--- config.mk ---
export PLATFORM = sky130hd
export DESIGN_NAME = booth_free_seq_multiplier
export DESIGN_NICKNAME = d
export VERILOG_FILES = /design/src/rtl/mul_defs_pkg.sv /design/src/rtl/booth_free_seq_multiplier.sv
export SDC_FILE = /design/constraint.sdc
export NUM_CORES = 1
export LEC_CHECK = 0
export CAP_MARGIN = 20
export CORE_MARGIN = 5
export CORE_UTILIZATION = 42
export CTS_CLUSTER_DIAMETER = 80
export DETAILED_ROUTE_END_ITERATION = 8
export DONT_BUFFER_PORTS = 1
export SLEW_MARGIN = 20
export SYNTH_ARGS = -nofsm -noshare
export SYNTH_HDL_FRONTEND = slang
export SYNTH_SLANG_ARGS = --single-unit
--- constraint.sdc ---
create_clock -name i_clock -period 2.3 [get_ports i_clock]
set_input_delay 0.115 -clock i_clock [delete_from_list [all_inputs] [get_ports i_clock]]
set_output_delay 0.115 -clock i_clock [all_outputs]
set_load 0.02 [all_outputs]
--- src/rtl/mul_defs_pkg.sv ---
// Shared multiplier definitions: FSM state encodings and the default operand width
// that the multiplier and the ALU adder agree on.
package mul_defs;

    localparam int MUL_N = 8;

    typedef enum logic [2:0] {
        ST_IDLE  = 3'd0,
        ST_NEG_A = 3'd1,
        ST_NEG_B = 3'd2,
        ST_STEP  = 3'd3,
        ST_NEG_P = 3'd4,
        ST_DONE  = 3'd5
    } mul_state_e;

endpackage

--- src/rtl/booth_free_seq_multiplier.sv ---
// Sequential N x N shift-and-add multiplier with signed/unsigned mode and 2N-bit product.
// Sign handling is by magnitude: negate operands up front, negate the product at the end.
module booth_free_seq_multiplier
    import mul_defs::*;
#(
    parameter int N = MUL_N
) (
    input  logic           i_clock,
    input  logic           i_reset,
    input  logic           i_start,
    input  logic           i_signed,
    input  logic [N-1:0]   i_multiplicand,
    input  logic [N-1:0]   i_multiplier,
    output logic           o_busy,
    output logic           o_finished,
    output logic [2*N-1:0] o_product,
    output logic           o_overflow,
    output logic [2*N-1:0] o_adder_augend,
    output logic [2*N-1:0] o_adder_addend,
    input  logic [2*N-1:0] i_adder_sum
);

    localparam int CW = (N > 1) ? $clog2(N) : 1;
    localparam logic [2*N-1:0] ONE = {{(2*N-1){1'b0}}, 1'b1};

    mul_state_e     state_q, state_d;
    logic [N-1:0]   a_q, a_d;
    logic [N-1:0]   b_q, b_d;
    logic [2*N-1:0] acc_q, acc_d;
    logic [CW-1:0]  count_q, count_d;
    logic           neg_q, neg_d;
    logic           signed_q, signed_d;
    logic [2*N-1:0] product_q, product_d;
    logic           overflow_q, overflow_d;

    always_ff @(posedge i_clock or negedge i_reset) begin
        if (!i_reset) begin
            state_q    <= ST_IDLE;
            a_q        <= '0;
            b_q        <= '0;
            acc_q      <= '0;
            count_q    <= '0;
            neg_q      <= 1'b0;
            signed_q   <= 1'b0;
            product_q  <= '0;
            overflow_q <= 1'b0;
        end else begin
            state_q    <= state_d;
            a_q        <= a_d;
            b_q        <= b_d;
            acc_q      <= acc_d;
            count_q    <= count_d;
            neg_q      <= neg_d;
            signed_q   <= signed_d;
            product_q  <= product_d;
            overflow_q <= overflow_d;
        end
    end

    always_comb begin
        state_d        = state_q;
        a_d            = a_q;
        b_d            = b_q;
        acc_d          = acc_q;
        count_d        = count_q;
        neg_d          = neg_q;
        signed_d       = signed_q;
        product_d      = product_q;
        overflow_d     = overflow_q;
        o_adder_augend = '0;
        o_adder_addend = '0;
        o_finished     = 1'b0;

        case (state_q)
            ST_IDLE: begin
                if (i_start) begin
                    a_d      = i_multiplicand;
                    b_d      = i_multiplier;
                    signed_d = i_signed;
                    neg_d    = i_signed & (i_multiplicand[N-1] ^ i_multiplier[N-1]);
                    acc_d    = '0;
                    count_d  = '0;
                    if (i_signed && i_multiplicand[N-1])
                        state_d = ST_NEG_A;
                    else if (i_signed && i_multiplier[N-1])
                        state_d = ST_NEG_B;
                    else
                        state_d = ST_STEP;
                end
            end
            // Two's-complement negation; the most negative value maps to itself,
            // which is the correct magnitude when read as unsigned.
            ST_NEG_A: begin
                o_adder_augend = {{N{1'b0}}, ~a_q};
                o_adder_addend = ONE;
                a_d            = i_adder_sum[N-1:0];
                state_d        = (signed_q && b_q[N-1]) ? ST_NEG_B : ST_STEP;
            end
            ST_NEG_B: begin
                o_adder_augend = {{N{1'b0}}, ~b_q};
                o_adder_addend = ONE;
                b_d            = i_adder_sum[N-1:0];
                state_d        = ST_STEP;
            end
            ST_STEP: begin
                o_adder_augend = acc_q;
                o_adder_addend = b_q[0] ? ({{N{1'b0}}, a_q} << count_q) : '0;
                acc_d          = i_adder_sum;
                b_d            = b_q >> 1;
                count_d        = count_q + 1'b1;
                if (count_q == CW'(N-1))
                    state_d = neg_q ? ST_NEG_P : ST_DONE;
            end
            ST_NEG_P: begin
                o_adder_augend = ~acc_q;
                o_adder_addend = ONE;
                acc_d          = i_adder_sum;
                state_d        = ST_DONE;
            end
            ST_DONE: begin
                o_finished = 1'b1;
                product_d  = acc_q;
                // Signed fit means the top N+1 bits are pure sign extension.
                if (signed_q)
                    overflow_d = !((&acc_q[2*N-1:N-1]) || !(|acc_q[2*N-1:N-1]));
                else
                    overflow_d = |acc_q[2*N-1:N];
                state_d = ST_IDLE;
            end
            default: state_d = ST_IDLE;
        endcase
    end

    assign o_busy     = (state_q != ST_IDLE) && (state_q != ST_DONE);
    assign o_product  = product_q;
    assign o_overflow = overflow_q;

endmodule
# Yosys cells after proc, flatten, opt, wreduce, memory -nomap -nowiden
# Cells that the tools add are included.
[op_classes]
n_shift = 1
n_bitwise = 5
n_reduce_logical = 24
n_addsub = 1
eq_ne = 9
muxes = 20
[ops]
columns = ["cell", "count"]
rows = [
  ["$pmux 16 s2", 2],
  ["$pmux 16 s4", 1],
  ["$mux 16", 2],
  ["$pmux 8 s3", 1],
  ["$mux 8", 2],
  ["$not 16->16", 1],
  ["$not 8->8", 2],
  ["$pmux 8 s2", 1],
  ["$shl 8x3->16", 1],
  ["$pmux 3 s5", 1],
  ["$reduce_and 2->1", 6],
  ["$eq 3x3->1 const B", 3],
  ["$mux 3", 3],
  ["$reduce_and 9->1", 1],
  ["$reduce_or 9->1", 1],
  ["$reduce_or 8->1", 1],
  ["$eq 3x2->1 const B", 2],
  ["$pmux 3 s2", 1],
  ["$reduce_bool 2->1", 3],
  ["$reduce_bool 3->1", 2],
  ["$mux 1", 5],
  ["$logic_and 1x1->1", 4],
  ["$ne 2x2->1 const B", 2],
  ["$add 3x1->3 const B", 1],
  ["10 further kinds", 11],
]
[word_totals]
output_inout_bits = 51
reg_bits = 57
input_bits = 36

# Longest topological paths before layout
# Gate-level depths: netlist (run 1).
[logic_depth]
ltp_word = 5
depth_mapped = 6
ltp_nobuf = 4

# Worst setup path before layout (run 1)
# No wires, ideal clock.
[synth_timing]
path_kind = "reg-to-output"
start = "reg state_q[0]"
end = "out o_adder_addend[1]"
path_stages_with_launch = 7
path_slack_ps = 659
arrival_time_ps = 1526
path_cell_list = "dfrtp_1 -> buf_2 -> and3b_1 -> buf_2 -> nand3b_1 -> buf_2 -> nor3_1"
[synth_between]
elab_chain_len = 3
word_cells_on_any_way = 6
[synth_rtl]
columns = ["item", "line_no", "rtl"]
rows = [
  ["start, declared", "booth_free_seq_multiplier.sv:26", "mul_state_e state_q, state_d;"],
  ["start signal, assigned", "booth_free_seq_multiplier.sv:48", "state_q <= state_d;"],
  ["$eq 3x3->1, or another cell as far along", "booth_free_seq_multiplier.sv:74", "case (state_q)"],
  ["$reduce_or 3->1 (no line)", "n/a", ""],
  ["$pmux 16 s2 (*)", "booth_free_seq_multiplier.sv:74", ""],
  ["end, declared", "booth_free_seq_multiplier.sv:19", "output logic [2*N-1:0] o_adder_addend,"],
]
# Mark *: on every way between the ends. The rest lies on a longest branch, timed or not.

# Final worst setup path (run 1)
[layout_timing]
start = "reg state_q[2]"
end = "out o_adder_addend[5]"
# Same word-level chain as after synthesis.

==> results of run 1 <==
cells by family (layout without fill, tap and decap cells):
| group | count (synthesis) | after routing | share of synthesized area |
|---|---|---|---|
| mux | 48 | 48 | 0.1604 |
| other cells | 1 | 1 | 0.001175 |
| flops | 57 | 57 | 0.4471 |
| simple gates | 90 | 90 | 0.1463 |
| compound gates | 77 | 77 | 0.1749 |
| fa+ha+maj | 2 | 2 | 0.007842 |
| xor+xnor | 2 | 2 | 0.005491 |
| buf+inv | 39 | 105 | 0.05686 |
metrics by stage:
stage | setup slack, ns | hold slack [ns]
after floorplan | 0.6589 | -0.1806
after global placement | 0.3813 | -0.1792
final | 0.1316 | 0.01568
after CTS | 0.01344 | 0.006929
after global routing | 0.002126 | 0.009179
after detailed placement | 0.2629 | -0.1791
routing by layer:
| metal | global-route usage | wire length [um] |
|---|---|---|
| met4 | 0.06156 | 182 |
| met2 | 0.2983 | 4168 |
| met1 | 0.2349 | 3654 |
| met3 | 0.06317 | 558 |
| met5 | 0 | 0 |
Yosys cell counts (all sizes together) (3+ instances only):
cell type / count / area, um2
a21oi: 3 / 15.01
a22o: 16 / 140.1
a32oi: 8 / 70.07
and3b: 3 / 26.28
buf: 20 / 110.1
clkbuf: 8 / 30.03
dfrtp: 57 / 1426
inv: 11 / 41.29
mux2: 25 / 281.5
mux2i: 23 / 230.2
nand2: 41 / 156.4
nand2b: 19 / 118.9
nand3: 3 / 15.01
nand3b: 4 / 30.03
nor2: 8 / 30.03
o21ai: 20 / 100.1
o221ai: 7 / 61.31
o22ai: 14 / 87.58
worst register-to-register path, stage by stage, from the launching register on:
cell and delay, ns:
sky130_fd_sc_hd__dfrtp_2 0.51, sky130_fd_sc_hd__nor4b_4 0.39, sky130_fd_sc_hd__buf_12 0.23, sky130_fd_sc_hd__mux2i_1 0.20, sky130_fd_sc_hd__o21ai_1 0.06, sky130_fd_sc_hd__dlygate4sd3_1 0.56
what timing repair did:
| item | in CTS | in global routing |
|---|---|---|
| endpoints found under the hold margin | 91 | 0 |
| gates resized for setup | 1 | 4 |
| pin swaps | 0 | 1 |
| setup buffers | 0 | 1 |
| hold buffers | 36 | 0 |
| setup endpoints to repair | 2 | 19 |
worst paths after layout:
path / start / to / slack [ns] / cells past startpoint
worst max-delay path: state_q[2] / o_adder_addend[5] / 0.13 / 4
worst min-delay path: i_adder_sum[2] / b_q[2] / 0.02 / 2
worst max register to register: state_q[2] / a_q[5] / 0.23 / 5
worst min register to register: signed_q / signed_q / 0.53 / 1
max in group asynchronous: i_reset / acc_q[6] / 1.73 / 2
min in group asynchronous: i_reset / o_product[10] / 0.29 / 2
registers in the layout (all words and copies together) (netlist names):
register,cells
neg_q,1
acc_q,16
a_q,8
o_overflow,1
count_q,3
signed_q,1
state_q,3
o_product,16
b_q,8
area by class of cell:
| type | instances | area (um2) |
|---|---|---|
| fill | 605 | 3224 |
| clock buffer | 11 | 131.4 |
| timing repair buffer | 78 | 705.7 |
| inverter | 11 | 41.29 |
| sequential | 57 | 1430 |
| tap | 99 | 123.9 |
| multi-input combinational | 220 | 1594 |
| clock inverter | 5 | 80.08 |
power breakdown:
group | internal (uW) | leakage (uW) | switching [uW] | total [uW]
Combinational | 1280 | 0.00103 | 1420 | 2700
Clock | 609 | 0.0000995 | 407 | 1020
Sequential | 1440 | 0.000712 | 681 | 2120
Total | 3330 | 0.00184 | 2510 | 5840
==> impl_metrics.json, run 1 <==
{
  "outcome": "finished clean",
  "layout_skew_ns": 0.007088,
  "gr-total-overflow": 0,
  "fmaxAchievable_ghz": 0.4612,
  "final.period_utilization": 0.9428,
  "ys_seq_area_frac": 0.4471,
  "drive_gt1_frac": 0.1806,
  "drt.antenna.violating_nets": 0,
  "wl_per_cell_um": 17.80,
  "synth.ff_latch_count": 57,
  "syn-cell-area_um2": 3191,
  "finalWirelength_um": 8562,
  "detail_route.iter0.violations": 156,
  "floorplan.die_area_um2": 9440,
  "max_slew.worst_pin.slew_ns": 0.6546,
  "synth.net_count": 354,
  "postPlaceCellArea_um2": 3503,
  "hpwlAfterDp_um": 5997,
  "clock-root-buffer": "sky130_fd_sc_hd__clkbuf_8",
  "grt_antenna_before_repair": 0,
  "drc": 0,
  "leading_cell_type_in_the_layout_fill_and_taps_excluded": "sky130_fd_sc_hd__dfrtp_1",
  "finalPower_uw": 5841,
  "grt_first_pass_wirelength_um": 14180,
  "initial_core_util": 0.4352,
  "synth_enable_flop_cells": 0,
  "stdcell_area_um2": 4106,
  "dr_total_vias": 2664,
  "critPathCaptureType": "output port",
  "via_count_of_the_first_global_routing_pass": 2712,
  "startpoint_type": "register",
  "mostFrequentLayoutCells": "sky130_fd_sc_hd__dfrtp_1, sky130_fd_sc_hd__buf_4, sky130_fd_sc_hd__nand2_1",
  "track_usage": 0.1858,
  "number_of_cts_inserted_buffers": 9,
  "critPathBufInv": 1,
  "num-nets-final": 415,
  "detailedRoute.firstPassIterationCount": 4,
  "placedCellCount": 428,
  "worst_path_max_delay_cell": "sky130_fd_sc_hd__dfrtp_2",
  "path_max_fanout": 14,
  "insertion_delay_ns": 0.33,
  "syn_area_per_cell_um2": 10.10,
  "n_antenna_cell": 0,
  "p_per_area_nw_per_um2": 1422,
  "grt_setup_unrepaired": "false",
  "chipWidth_um": 97.16,
  "io-pin-count": 87,
  "syn-instance-count": 316,
  "portbufs": 0,
  "die_h_um": 97.16,
  "path_class": "reg2out",
  "critical_path.cell_chain": "and3b_1 > nand3_1 > o32ai_1 > buf_4",
  "clock_tree.buffer_depth": 2,
  "std_cell_rows": 31,
  "path_clk_slew_ns": 0.07,
  "hold_path_class": "in2reg",
  "crit_family": "simple AND/OR/NAND/NOR gates",
  "critPathRequiredTime_ns": 2.18,
  "routabilityCongestion": 0.8339,
  "grt_start_max_net_pins": 58,
  "clock-sinks": 57,
  "vdd.ir_drop.worst_uv": 764.7,
  "cpPeakStageDelay_ns": 0.51,
  "setup-violations-final": 0,
  "leakagePower_uw": 0.001844,
  "finalSetupTns_ns": 0,
  "post-route-util": 0.5602,
  "timing_max_transition_violations_final": 0,
  "layout-area-overhead-vs-synth_pct": 28.71,
  "prevailing_post_synth_register_cell": "sky130_fd_sc_hd__dfrtp_1",
  "final_cells": 481,
  "final_period_minus_worst_setup_slack_ns": 2.168,
  "synthesis.yosys.warnings": 0,
  "asyncSetResetFlopFracSynth": 1.000,
  "maxCapViolations": 0,
  "maxSlewHeadroom": 0.5636,
  "hold_viol": 0,
  "tritoncts_clock_tree": "built",
  "yosys.cell_types.count": 44,
  "timing.critical_path.arrival_ns": 2.05,
  "post_drt_via_cell_ratio": 5.538,
  "core_um2": 7331,
  "htreeDepth": 3
}
Power figures use the tool's default switching activity.
==> run 2, diff against run 1 <==
--- a/config.mk
+++ b/config.mk
@@ -7,10 +7,11 @@
 export LEC_CHECK = 0
 export CAP_MARGIN = 20
 export CORE_MARGIN = 5
-export CORE_UTILIZATION = 42
+export CORE_UTILIZATION = 52
 export CTS_CLUSTER_DIAMETER = 80
 export DETAILED_ROUTE_END_ITERATION = 8
 export DONT_BUFFER_PORTS = 1
+export PLACE_DENSITY = 0.67
 export SLEW_MARGIN = 20
 export SYNTH_ARGS = -nofsm -noshare
 export SYNTH_HDL_FRONTEND = slang
==> run 2 against run 1 <==
First-iteration DRC count fell by 1.3%. Fmax fell by 0.13%. Global-route usage rose by 4.2 points. Wire length fell by 2.0%. Sequential share of layout area rose by 0.41 points. Combinational power barely moved. Total power fell by 1.6%. Via count rose by 1.7%. Utilization rose by 12 points. Flip-flop and latch count did not move. Critical path depth fell by 1. Hold slack improved by 0.0040 ns. Critical path type unchanged.
==> impl_metrics.json, run 2 (synthesized netlist as in run 1, its figures left out) <==
{
  "outcome": "finished clean",
  "path_clk_slew_ns": 0.07,
  "gr-total-overflow": 0,
  "path_max_fanout": 18,
  "chipWidth_um": 88.33,
  "maxCapViolations": 0,
  "clock_tree.buffer_depth": 2,
  "std_cell_rows": 28,
  "n_antenna_cell": 0,
  "crit_family": "simple AND/OR/NAND/NOR gates",
  "layout_skew_ns": 0.008071,
  "setup-violations-final": 0,
  "number_of_cts_inserted_buffers": 9,
  "worst_path_max_delay_cell": "sky130_fd_sc_hd__or3b_2",
  "track_usage": 0.2282,
  "clock-root-buffer": "sky130_fd_sc_hd__clkbuf_8",
  "stdcell_area_um2": 4051,
  "worstReg2RegEnd": "acc_q[4]",
  "hold-path-cell-count": 2,
  "fmaxAchievable_ghz": 0.4605,
  "tritoncts_clock_tree": "built",
  "final.period_utilization": 0.9441,
  "core_um2": 5956,
  "dr_total_vias": 2709,
  "hold_start": "i_adder_sum[0]",
  "finalWirelength_um": 8387,
  "layout-area-overhead-vs-synth_pct": 26.98,
  "leakagePower_uw": 0.001840,
  "hold_path_class": "in2reg",
  "regToRegSetupSlack_ns": 0.43,
  "io-pin-count": 87,
  "portbufs": 0,
  "clock-sinks": 57,
  "mostFrequentLayoutCells": "sky130_fd_sc_hd__dfrtp_1, sky130_fd_sc_hd__buf_4, sky130_fd_sc_hd__nand2_1",
  "drt.antenna.violating_nets": 0,
  "grt_setup_unrepaired": "false",
  "critPathCaptureType": "output port",
  "vdd.ir_drop.worst_uv": 884.3,
  "grt_antenna_before_repair": 0,
  "insertion_delay_ns": 0.34,
  "htreeDepth": 3,
  "wl_per_cell_um": 18.35,
  "path_class": "reg2out",
  "critPathBufInv": 1,
  "finalPower_uw": 5746,
  "critPathRequiredTime_ns": 2.18,
  "maxSlewHeadroom": 0.5486,
  "final_period_minus_worst_setup_slack_ns": 2.171,
  "detail_route.iter0.violations": 154,
  "p_per_area_nw_per_um2": 1418,
  "postPlaceCellArea_um2": 3461,
  "routabilityCongestion": 0.8035,
  "worst_hold_path.endpoint": "b_q[0]",
  "fin_worst_hold_slack_ns": 0.01967,
  "max_slew.worst_pin.slew_ns": 0.6772,
  "finalSetupTns_ns": 0,
  "reg2reg_from": "state_q[1]",
  "initial_core_util": 0.5357,
  "cpPeakStageDelay_ns": 0.72,
  "leading_cell_type_in_the_layout_fill_and_taps_excluded": "sky130_fd_sc_hd__dfrtp_1",
  "timing_max_transition_violations_final": 0,
  "detailedRoute.firstPassIterationCount": 4,
  "startpoint_type": "register",
  "post_drt_via_cell_ratio": 5.928,
  "num-nets-final": 415,
  "floorplan.die_area_um2": 7802,
  "grt_start_max_net_pins": 58,
  "worst_r2r_path_depth": 3,
  "timing.critical_path.arrival_ns": 2.06,
  "drive_gt1_frac": 0.1780,
  "hold_viol": 0,
  "die_h_um": 88.33,
  "grt_first_pass_wirelength_um": 13510,
  "drc": 0,
  "hpwlAfterDp_um": 5727,
  "via_count_of_the_first_global_routing_pass": 2740,
  "critical_path.cell_chain": "or3b_2 > o22ai_1 > buf_4"
}
-- run 2: cell types whose count changed in the layout (fill, tap and decap cells not counted) --
cell	before	now
sky130_fd_sc_hd__dfrtp_2	3	1
sky130_fd_sc_hd__bufinv_16	2	1
sky130_fd_sc_hd__buf_4	41	42
sky130_fd_sc_hd__nor2b_4	0	1
sky130_fd_sc_hd__buf_12	1	0
sky130_fd_sc_hd__nor2b_2	1	0
sky130_fd_sc_hd__dfrtp_1	54	56
sky130_fd_sc_hd__clkbuf_1	2	1
sky130_fd_sc_hd__clkbuf_8	9	10
sky130_fd_sc_hd__clkinv_2	1	2
-- run 2: repair_timing --
action,4_1_cts,5_1_grt
pin swaps,0,1
gates resized for setup,1,3
hold endpoints to repair,91,0
setup buffers,0,1
hold buffers,36,0
setup endpoints to repair,4,16
-- run 2: per-layer routing --
metal / up-vias / global-route usage / part of all wire
li1: 1275 / - / -
met1: 1337 / 0.2910 / 0.43
met2: 80 / 0.3651 / 0.49
met3: 17 / 0.07263 / 0.060
met4: 0 / 0.08379 / 0.027
met5: - / 0 / 0
-- run 2: metrics by stage --
step	utilization	setup WS [ns]	std cells
after detailed placement	0.5811	0.3541	404
after global placement	0.5811	0.4376	404
after CTS	0.6779	0.05052	456
final	0.6803	0.1287	457
after global routing	0.6803	0.04393	457
after floorplan	-	0.6589	316
-- run 2: layout make-up --
cell class	instances	area, um2
clock buffers	11	141.4
repair buffers	78	693.2
flip-flops and latches	57	1428
multi-input cells	220	1599
clock inverters	5	55.05
well taps	75	93.84
inverters	11	41.29
fillers	480	1904
-- run 2: worst max path at each step --
stage                    start  slack, ns  cells past startpoint           endpoint
floorplan           state_q[0]       0.66                      6  o_adder_addend[1]
detailed placement  state_q[1]       0.35                      3           acc_q[4]
finish              state_q[1]       0.13                      3  o_adder_augend[1]
CTS                 state_q[2]       0.05                      4  o_adder_addend[1]
global placement    state_q[0]       0.44                      5  o_adder_augend[7]
global route        state_q[1]       0.04                      3  o_adder_augend[3]
-- run 2: power breakdown --
group | internal (uW) | switching, uW | total, uW
Clock | 526 | 411 | 936
Sequential | 1440 | 668 | 2110
Combinational | 1260 | 1440 | 2700
Total | 3230 | 2520 | 5750
